--- src/rtl/display_scan_4d.sv ---
// Scan controller for a 4-digit multiplexed 7-segment display: drives the digit
// mux select and the active-low anodes, with a blanking interval at the start of each slot.
module display_scan_4d #(
  parameter int PRESCALE = 12000,
  parameter int BLANK    = 16
) (
  input  logic       clk,
  input  logic       rst,
  input  logic       en,
  input  logic [3:0] digit_en,
  output logic [1:0] sel,
  output logic [3:0] an,
  output logic       tick,
  output logic       frame
);

  localparam int W = (PRESCALE > 1) ? $clog2(PRESCALE) : 1;
  localparam logic [W-1:0] LAST      = W'(PRESCALE - 1);
  localparam logic [W-1:0] BLANK_CNT = W'(BLANK);

  logic [W-1:0] pcnt;
  logic [W-1:0] pcnt_next;
  logic [1:0]   sel_next;
  logic [3:0]   an_next;
  logic         wrap;

  // Outputs are registered from the next-state values so an/tick/frame move on the same edge as sel.
  always_comb begin
    // NOTE: every signal assigned here gets a default first, otherwise a latch is inferred.
    wrap      = en && (pcnt == LAST);
    pcnt_next = pcnt;
    sel_next  = sel;
    an_next   = 4'b1111;
    if (wrap) begin
      pcnt_next = '0;
      sel_next  = sel + 2'd1;
    end else if (en) begin
      pcnt_next = pcnt + 1'b1;
    end
    if (en && (pcnt_next >= BLANK_CNT) && digit_en[sel_next]) begin
      an_next = ~(4'b0001 << sel_next);
    end
  end

  always_ff @(posedge clk or posedge rst) begin
    if (rst) begin
      pcnt  <= '0;
      sel   <= 2'd0;
      an    <= 4'b1111;
      tick  <= 1'b0;
      frame <= 1'b0;
    end else begin
      // NOTE: sequential state uses non-blocking assignments so all registers update together.
      pcnt  <= pcnt_next;
      sel   <= sel_next;
      an    <= an_next;
      tick  <= wrap;
      frame <= wrap && (sel_next == 2'd0);
    end
  end

endmodule

--- config.mk ---
export PLATFORM = sky130hd
export DESIGN_NAME = display_scan_4d
export DESIGN_NICKNAME = d
export VERILOG_FILES = /design/src/rtl/display_scan_4d.sv
export SDC_FILE = /design/constraint.sdc
export NUM_CORES = 1
export LEC_CHECK = 0
export BUFFER_PORTS_ARGS = -buffer_cell sky130_fd_sc_hd__buf_2
export CAP_MARGIN = 10
export CORE_UTILIZATION = 35
export DETAILED_ROUTE_END_ITERATION = 8
export GPL_ROUTABILITY_DRIVEN = 0
export PLACE_DENSITY = 0.54
export RECOVER_POWER = 50
export SETUP_SLACK_MARGIN = 0.4
export SLEW_MARGIN = 5
export SYNTH_ARGS = -nofsm -noshare
export SYNTH_HDL_FRONTEND = slang
export SYNTH_SLANG_ARGS = --single-unit
--- constraint.sdc ---
create_clock -name clk -period 2.6 [get_ports clk]
set_clock_uncertainty 0.1 [all_clocks]
set_input_delay 0.39 -clock clk [delete_from_list [all_inputs] [get_ports clk]]
set_output_delay 0.39 -clock clk [all_outputs]
set_load 0.03 [all_outputs]
==> out/metrics.csv, run 1 <==
stage;metric;value;unit
placed_design;Port Buffers;14;
drt;Total Wirelength;2670;um
logic_synthesis;syn nets;127;
min_path;Hold Path Class;input pin to async pin;
critical_path;R2R setup slack;0.26;ns
logic_synthesis;Synth top area share;36.1;%
finish;fillers;323;
logic_synthesis;Post-Syn Instances;119;
timing;Slew headroom;44.1;%
logic_synthesis;post-synth top area cell;dfrtp_1;
power_and_ir_drop;Pwr Total;1.03;mW
drt;drt via density;5.06;
floorplan;Initial Utilization;36.8;%
logic_synthesis;synthesized area;1250;um^2
critical_path;Setup CP Type;register to register;
timing;worst hold margin;0.113;ns
timing;Post-Route Setup TNS;0;ns
global_route;initial antenna violation count;0;
critical_path;crit path DAT;2.51;ns
placed_design;DP Worst Slack;0.215;ns
power_and_ir_drop;Pwr Density;663;nW/um^2
logic_synthesis;top post-synthesis cells by area;dfrtp_1, dfstp_2, xnor2_1;
floorplan;Die Span Y;61.7;um
cts;Reg clk slew, reported paths;0.13;ns
finish;diodes inserted;0;
global_route;largest net degree at the start of global routing;23;
drt;TritonRoute pass-1 iters;7;
finish;nets@finish;158;
critical_path;critical path startpoint category;register;
cts;CTS Buf Count;3;
finish;Multi-input gate area;684;um^2
floorplan;row cnt;21;
global_route;global-route wire length before repair;4240;um
finish;Non-Filler Instances;195;
power_and_ir_drop;maximum VDD drop;0.413;mV
logic_synthesis;most used flip-flop cell after synthesis;dfrtp_1;
finish;Register Area;558;um^2
floorplan;die area;3810;um^2
critical_path;CP Data Required Time;2.76;ns
global_route;number of global-route vias before repair;909;
floorplan;Ports;15;
critical_path;Max FO, Critical Path;4;
timing;Tmin final;2.34;ns
timing;Worst Max-Slew Pin Slew;0.837;ns
logic_synthesis;most frequent cells after synthesis;dfrtp_1, nor2_1, xnor2_1;
logic_synthesis;Seq/Total Area, Yosys;44.5;%
power_and_ir_drop;Leak Pwr;0.699;nW
logic_synthesis;Yosys reg bits;22;
logic_synthesis;most common cell in the netlist;dfrtp_1;
critical_path;crit end category;register;
drt;drt wl/cell;13.7;um
drt;Vias;986;
placed_design;hpwl dp;1880;um
drt;DRC Markers;0;
floorplan;die width;61.7;um
cts;TritonCTS clock tree;yes;
finish;P&R area growth vs syn;24.9;%
logic_synthesis;warning count from the yosys run;0;
drt;post-route ant nets;0;
cts;root buf cell;clkbuf_4;
logic_synthesis;Yosys cell types;43;
run;max_cap viols;0;
logic_synthesis;Async SR Flop Fraction;100;%
timing;Highest Clock Rate;427;MHz
outcome;run status;complete, no violations;
timing;# setup viols final;0;
global_route;GR Util All Layers;15.3;%
cts;clock buffer depth;2;
logic_synthesis;Synth Area per Inst;10.5;um^2
timing;post-route setup slack;0.257;ns
timing;max-slew violations;0;
finish;share of cells above drive strength 1;38.3;%
timing;unrepaired setup endpoints after global routing;yes;
finish;final instance area;1560;um^2
timing;Final Cycle Share;90.1;%
cts;clk sinks;22;
floorplan;core footprint;3390;um^2
drt;drt first-iter violations;39;
timing;Fin. Hold Viols;0;
cts;CTS H-Tree Depth;1;
global_route;total congestion overflow;0;
finish;fin util;46.0;%
cts;clock latency at the later pin of the worst-skew pair;0.32;ns
logic_synthesis;Post-synth EDFFs;0;
placed_design;dpl cell area;1380;um^2
placed_design;placed insts;179;
[cells by family (layout without fill, tap and decap cells)]
family                   Yosys count  in the layout  share of synthesized area [%]
adder cells (fa/ha/maj)            1              1                           1.00
XOR/XNOR                          16             16                           11.8
AND/OR/NAND/NOR                   54             54                           26.3
multiplexers                       3              3                           2.51
AO/OA/AOI/OAI                     14             14                           9.52
buffers and inverters              9             39                           4.41
flip-flops                        22             22                           44.5
[registers in the layout, indices dropped and copies added, names as in the netlist]
signal	count
an	4
frame	1
pcnt	14
sel	2
tick	1
[cells in the final DEF, fill, tap and decap left out, types with 2 or more instances in the layout]
master	netlist	layout
inv_1	5	5
clkbuf_1	1	3
buf_2	0	12
nand4_1	6	6
xnor2_1	10	10
o31ai_1	3	2
clkbuf_4	0	3
mux2i_1	2	2
nor3_1	4	4
xor2_1	5	5
o21ai_0	3	2
dfstp_2	4	4
dfrtp_1	18	16
nand3_1	5	5
buf_4	1	14
and3_1	2	2
dfrtp_2	0	2
and3_2	2	2
nor2_1	15	15
nand2_1	6	6
or4b_4	2	2
[critical path, cell delays in order, from the launching register on]
cell and delay, ns:
dfrtp_1 0.45, ha_1 0.19, clkbuf_1 0.22, nand4_1 0.18
nor3_1 0.28, xor2_1 0.13, nor2_1 0.13, or4b_4 0.50
nand4_1 0.12
[final cells by class]
| type | instances | area share, % |
|---|---|---|
| clock inverter | 1 | 1.93 |
| inverter | 5 | 1.20 |
| tap | 46 | 3.69 |
| sequential | 22 | 35.8 |
| clock buffer | 3 | 1.44 |
| timing repair buffer | 30 | 12.0 |
| multi-input combinational | 88 | 43.9 |
[path summary, 6_finish.rpt]
path                               startpoint                  to  cells after the start
min in group clk                           en     an[2]$_DFF_PP1_                      3
hold / removal                            rst   pcnt[0]$_DFF_PP0_                      2
setup / recovery            pcnt[0]$_DFF_PP0_     an[1]$_DFF_PP1_                      8
setup reg to reg            pcnt[0]$_DFF_PP0_     an[1]$_DFF_PP1_                      8
hold reg to reg            pcnt[12]$_DFF_PP0_  pcnt[12]$_DFF_PP0_                      1
max in group asynchronous                 rst   pcnt[5]$_DFF_PP0_                      2
[layer usage]
layer / vias up / wire length, um / track usage (%)
met2: 20 / 1340 / 25.0
met1: 480 / 1230 / 20.7
met4: 0 / 16 / 3.17
met5: - / 0 / 0
met3: 2 / 84 / 3.52
li1: 484 / - / -
[report_power, final]
part / switching (mW) / leakage [nW] / internal [mW] / total [mW]
logic: 0.155 / 0.398 / 0.140 / 0.294
registers: 0.0728 / 0.274 / 0.401 / 0.474
clock network: 0.110 / 0.0279 / 0.156 / 0.266
[timing repair]
| action | in CTS | in global routing |
|---|---|---|
| buffers inserted | 6 | 6 |
| hold buffers | 0 | 0 |
| pin swaps | 2 | 5 |
| gates resized for setup | 2 | 8 |
| setup endpoints to repair | 4 | 4 |
Power figures use the tool's default switching activity.
==> run 2, diff against run 1 <==
--- a/config.mk
+++ b/config.mk
@@ -5,12 +5,14 @@
 export SDC_FILE = /design/constraint.sdc
 export NUM_CORES = 1
 export LEC_CHECK = 0
+export ABC_AREA = 1
+export ABC_CLOCK_PERIOD_IN_PS = 2600
 export BUFFER_PORTS_ARGS = -buffer_cell sky130_fd_sc_hd__buf_2
 export CAP_MARGIN = 10
 export CORE_UTILIZATION = 35
 export DETAILED_ROUTE_END_ITERATION = 8
 export GPL_ROUTABILITY_DRIVEN = 0
-export PLACE_DENSITY = 0.54
+export PLACE_DENSITY = 0.53
 export RECOVER_POWER = 50
 export SETUP_SLACK_MARGIN = 0.4
 export SLEW_MARGIN = 5
==> out/metrics.csv, run 2 <==
stage;metric;value;unit
drt;drt wl/cell;11.4;um
floorplan;row cnt;21;
drt;Total Wirelength;2620;um
floorplan;Ports;15;
timing;Final Cycle Share;72.3;%
finish;Register Area;556;um^2
min_path;Hold Path Class;input pin to async pin;
critical_path;Worst Setup SP;pcnt[0]$_DFF_PP0_;
drt;drt via density;4.59;
finish;final instance area;1500;um^2
floorplan;Initial Utilization;37.8;%
logic_synthesis;Yosys cell types;25;
placed_design;Port Buffers;14;
logic_synthesis;top post-synthesis cells by area;dfrtp_1, nand2_1, dfstp_2;
timing;# setup viols final;0;
finish;Largest Register;pcnt;
logic_synthesis;post-synth top area cell;dfrtp_1;
global_route;initial antenna violation count;0;
critical_path;reg-to-reg startpoint;pcnt[0]$_DFF_PP0_;
drt;post-route ant nets;0;
drt;TritonRoute pass-1 iters;4;
critical_path;crit end category;register;
timing;Fin. Hold Viols;0;
logic_synthesis;most used flip-flop cell after synthesis;dfrtp_1;
finish;commonest cells after routing, fill and taps aside;nand2_1, inv_1, nand3_1;
critical_path;Max FO, Critical Path;5;
placed_design;DP Worst Slack;0.742;ns
outcome;run status;complete, no violations;
floorplan;die area;3990;um^2
logic_synthesis;syn nets;174;
finish;share of cells above drive strength 1;25.1;%
cts;TritonCTS clock tree;yes;
cts;clock latency at the later pin of the worst-skew pair;0.26;ns
critical_path;crit path DAT;1.96;ns
cts;Reg clk slew, reported paths;0.08;ns
finish;largest registers;pcnt x14, an x4, sel x2;
finish;fillers;358;
cts;hold_buf cts;0;
finish;Multi-input gate area;622;um^2
finish;P&R area growth vs syn;14.3;%
timing;Slew headroom;44.2;%
power_and_ir_drop;Pwr Density;791;nW/um^2
logic_synthesis;Post-Syn Instances;166;
global_route;number of global-route vias before repair;956;
run;max_cap viols;0;
global_route;total congestion overflow;0;
logic_synthesis;Synth top area share;34.4;%
global_route;largest net degree at the start of global routing;23;
timing;Highest Clock Rate;532;MHz
power_and_ir_drop;Leak Pwr;0.745;nW
drt;drt first-iter violations;38;
placed_design;hpwl dp;2090;um
critical_path;critical path startpoint category;register;
finish;diodes inserted;0;
placed_design;dpl cell area;1430;um^2
timing;post-route setup slack;0.719;ns
timing;unrepaired setup endpoints after global routing;no;
logic_synthesis;Yosys reg bits;22;
cts;post-CTS sizing;0;
drt;DRC Markers;0;
timing;Post-Route Setup TNS;0;ns
critical_path;CP Data Required Time;2.68;ns
logic_synthesis;Seq/Total Area, Yosys;42.4;%
critical_path;CP Cell Sequence;ha_1, nand3_2, nor2_4, nand3_4, xor2_1, nand2_1, a21oi_2, nand3_1;
cts;CTS H-Tree Depth;1;
finish;number of flip-flops in the largest register;14;
cts;root buf cell;clkbuf_8;
cts;clk sinks;22;
logic_synthesis;synthesized area;1310;um^2
power_and_ir_drop;maximum VDD drop;0.354;mV
logic_synthesis;Async SR Flop Fraction;100;%
timing;Tmin final;1.88;ns
critical_path;highest-delay cell along the critical path;dfrtp_1;
logic_synthesis;warning count from the yosys run;0;
timing;max-slew violations;0;
finish;most common cell after layout, fill and taps aside;nand2_1;
logic_synthesis;Post-synth EDFFs;0;
critical_path;critical path's largest stage delay;0.40;ns
logic_synthesis;most frequent cells after synthesis;nand2_1, inv_1, nand3_1;
floorplan;die width;63.2;um
logic_synthesis;most common cell in the netlist;nand2_1;
critical_path;Setup CP Type;register to register;
global_route;global-route wire length before repair;4550;um
drt;Vias;1052;
finish;nets@finish;192;
global_route;GR Util All Layers;14.5;%
cts;CTS Buf Count;3;
cts;# Post-CTS Setup Buffers;0;
logic_synthesis;Synth Area per Inst;7.89;um^2
timing;Worst Max-Slew Pin Slew;0.836;ns
cts;clock buffer depth;2;
floorplan;Die Span Y;63.2;um
floorplan;core footprint;3470;um^2
[run 2: cell families (layout without fill, tap and decap cells)]
family          after synthesis  in the layout  synth area share, %
compound gates                7              7                 3.15
xor+xnor                      6              6                 4.01
fa+ha+maj                     1              1                0.955
buf+inv                      33             50                 10.1
flops                        22             22                 42.4
simple gates                 97             97                 39.4
[run 2: worst paths after layout]
kind | to | slack (ns) | depth (start not counted)
max | an[2]$_DFF_PP1_ | 0.72 | 8
min reg2reg | pcnt[0]$_DFF_PP0_ | 0.41 | 1
min | pcnt[9]$_DFF_PP0_ | 0.19 | 2
min in group clk | pcnt[0]$_DFF_PP0_ | 0.32 | 2
max in group asynchronous | pcnt[4]$_DFF_PP0_ | 1.70 | 2
max reg2reg | an[2]$_DFF_PP1_ | 0.72 | 8
[run 2: area by class of cell]
type,count,share of cell area [%]
well taps,46,3.84
multi-input cells,111,41.5
clock inverters,1,2.01
clock buffers,3,2.76
inverters,32,8.35
flip-flops and latches,22,37.1
repair buffers,14,4.43
[run 2: where the power goes]
part	total [mW]	internal [mW]	switching [mW]
combinational	0.360	0.121	0.239
clock	0.313	0.205	0.108
sequential	0.511	0.414	0.0976
[run 2: per-layer routing]
metal,up-vias,global-route usage (%),routed length (um)
met3,2,2.17,90
met2,24,21.8,1160
met5,-,0,0
met1,479,21.3,1350
met4,0,3.98,12
li1,547,-,-
[run 2: metrics by stage]
step / instances / hold slack (ns) / power (mW) / utilization (%)
floorplan: 166 / 0.276 / 0.791 / -
global placement: 225 / 0.377 / 0.872 / 41.2
detailed placement: 225 / 0.394 / 0.879 / 41.2
CTS: 229 / 0.228 / 1.20 / 43.3
global route: 229 / 0.268 / 1.29 / 43.2
finish: 229 / 0.188 / 1.18 / 43.2
[run 2: critical path: cells and delay by family, from the launching register on]
kind	cells	cell delay [ns]
AND/OR/NAND/NOR	5	0.65
flip-flops	1	0.40
XOR/XNOR	1	0.24
adder cells (fa/ha/maj)	1	0.22
AO/OA/AOI/OAI	1	0.19
==> run 3, diff against run 2 <==
--- a/config.mk
+++ b/config.mk
@@ -6,13 +6,13 @@
 export NUM_CORES = 1
 export LEC_CHECK = 0
 export ABC_AREA = 1
-export ABC_CLOCK_PERIOD_IN_PS = 2600
+export ABC_CLOCK_PERIOD_IN_PS = 1500
 export BUFFER_PORTS_ARGS = -buffer_cell sky130_fd_sc_hd__buf_2
 export CAP_MARGIN = 10
 export CORE_UTILIZATION = 35
 export DETAILED_ROUTE_END_ITERATION = 8
 export GPL_ROUTABILITY_DRIVEN = 0
-export PLACE_DENSITY = 0.53
+export PLACE_DENSITY = 0.55
 export RECOVER_POWER = 50
 export SETUP_SLACK_MARGIN = 0.4
 export SLEW_MARGIN = 5
==> constraint.sdc (replaced) <==
create_clock -name clk -period 1.5 [get_ports clk]
set_clock_uncertainty 0.1 [all_clocks]
set_input_delay 0.225 -clock clk [delete_from_list [all_inputs] [get_ports clk]]
set_output_delay 0.225 -clock clk [all_outputs]
set_load 0.03 [all_outputs]
==> out/metrics.csv, run 3 (synthesis results as in run 2) <==
stage;metric;value;unit
critical_path;CP Cell Sequence;ha_4, nand3_4, nor2_4, nand3_4, xor2_2, nand2_2, a21oi_4, nand3_1;
floorplan;die width;63.2;um
power_and_ir_drop;Pwr Total;2.74;mW
timing;post-route setup slack;-0.258;ns
finish;number of flip-flops in the largest register;14;
drt;drt wl/cell;12.5;um
cts;clock latency at the later pin of the worst-skew pair;0.27;ns
critical_path;Setup CP Type;register to register;
finish;commonest cells after routing, fill and taps aside;buf_4, nand2_1, inv_1;
placed_design;hpwl dp;2410;um
cts;Reg clk slew, reported paths;0.08;ns
timing;Final Cycle Share;117;%
cts;clk sinks;22;
placed_design;Port Buffers;14;
power_and_ir_drop;Clk pwr share;20.4;%
timing;Fin. Hold Viols;0;
global_route;total congestion overflow;0;
finish;diodes inserted;0;
floorplan;Die Span Y;63.2;um
critical_path;Worst R2R Path Depth;8;
power_and_ir_drop;Int Power;1.72;mW
min_path;Hold Path Depth;3;
outcome;failing checks;negative setup slack;
finish;share of cells above drive strength 1;55.8;%
drt;Total Wirelength;3480;um
critical_path;Most common cell on crit path;nand3_4;
timing;Worst Max-Slew Pin Slew;0.544;ns
critical_path;crit path DAT;1.85;ns
drt;DRC Markers;0;
global_route;number of global-route vias before repair;1303;
power_and_ir_drop;Pwr Density;1290;nW/um^2
timing;Tmin final;1.76;ns
power_and_ir_drop;Leak Pwr;1.07;nW
floorplan;Initial Utilization;37.8;%
critical_path;critical path startpoint category;register;
cts;CTS Buf Count;3;
global_route;largest net degree at the start of global routing;23;
critical_path;highest-delay cell along the critical path;dfrtp_1;
critical_path;Max FO, Critical Path;5;
power_and_ir_drop;switching part of the total;37.3;%
power_and_ir_drop;Net Sw Power;1.02;mW
critical_path;crit end category;register;
global_route;initial antenna violation count;0;
finish;Largest Register;pcnt;
run;max_cap viols;0;
timing;Highest Clock Rate;569;MHz
cts;clock buffer depth;2;
critical_path;CP Data Required Time;1.59;ns
finish;nets@finish;240;
timing;# setup viols final;10;
floorplan;core footprint;3470;um^2
critical_path;critical path's largest stage delay;0.40;ns
floorplan;Ports;15;
global_route;GR Util All Layers;19.5;%
floorplan;die area;3990;um^2
outcome;run status;finished with violations;
placed_design;DP Worst Slack;-0.299;ns
min_path;Hold Path Class;input pin to register;
drt;TritonRoute pass-1 iters;4;
timing;unrepaired setup endpoints after global routing;yes;
global_route;global-route wire length before repair;6000;um
finish;largest registers;pcnt x14, an x4, sel x2;
finish;most common cell after layout, fill and taps aside;buf_4;
drt;drt via density;4.56;
drt;post-route ant nets;0;
timing;max-slew violations;0;
drt;drt first-iter violations;71;
timing;Slew headroom;63.7;%
power_and_ir_drop;sequential fraction of design power;31.2;%
power_and_ir_drop;maximum VDD drop;0.956;mV
drt;Vias;1264;
finish;P&R area growth vs syn;62.9;%
cts;CTS H-Tree Depth;1;
cts;TritonCTS clock tree;yes;
power_and_ir_drop;Logic pwr share;48.4;%
floorplan;row cnt;21;
cts;root buf cell;clkbuf_8;
==> run 3: layer usage <==
metal  global-route usage, %  share of wire, %  vias up
met3                    2.36               2.5        5
met1                    26.7                47      603
met4                    6.82               1.4        0
met2                    31.6                49       15
li1                        -                 -      641
met5                       0                 0        -
==> run 3: path summary, 6_finish.rpt <==
kind	start	endpoint	slack, ns
setup / recovery	pcnt[0]$_DFF_PP0_	an[0]$_DFF_PP1_	-0.26
min in group asynchronous	rst	pcnt[8]$_DFF_PP0_	0.52
hold / removal	en	pcnt[1]$_DFF_PP0_	0.19
setup reg to reg	pcnt[0]$_DFF_PP0_	an[0]$_DFF_PP1_	-0.26
hold reg to reg	sel[1]$_DFF_PP0_	an[1]$_DFF_PP1_	0.46
max in group asynchronous	rst	pcnt[2]$_DFF_PP0_	0.39
==> run 3: layout make-up <==
| cell class | instances | area, um^2 |
|---|---|---|
| Multi-Input combinational cell | 111 | 801 |
| Tap cell | 46 | 57.6 |
| Inverter | 32 | 130 |
| Clock inverter | 1 | 30.0 |
| Clock buffer | 3 | 41.3 |
| Timing Repair Buffer | 62 | 518 |
| Sequential cell | 22 | 557 |
| Fill cell | 303 | 1330 |
==> run 3: metrics by stage <==
stage / TNS [ns] / cells / util [%] / hold WS (ns) / cell area (um^2)
floorplan: -0.469 / 166 / - / 0.111 / 1340
detailed placement: -1.22 / 265 / 50.8 / 0.175 / 1760
global placement: -1.18 / 265 / 50.8 / 0.172 / 1760
finish: -1.27 / 277 / 61.5 / 0.188 / 2130
global route: -2.65 / 277 / 61.5 / 0.207 / 2130
CTS: -1.21 / 274 / 58.7 / 0.172 / 2040
==> run 3: repair_timing <==
action / 4_1_cts / 5_1_grt
resized for setup: 46 / 20
hold buffers: 1 / 0
pin swaps: 9 / 6
hold endpoints to repair: 18 / 0
setup buffers: 4 / 3
endpoints found under the setup margin: 30 / 30
==> run 3: power groups by stage <==
stage                     logic, mW  clock network [mW]  registers (mW)
final                          1.33               0.559           0.857
after global routing           1.47               0.593           0.878
after CTS                      1.26               0.572           0.857
after detailed placement       1.11                   0           0.834
after global placement         1.10                   0           0.831
after floorplan               0.531                   0           0.854
==> run 3: worst max-delay path, delay by kind of cell, from the launching register on <==
family	cells	cell delay, ns
AOI/OAI and AO/OA	1	0.20
xor gates and xnor gates	1	0.21
adders and majority gates	1	0.18
DFF	1	0.40
and+or+nand+nor	5	0.58
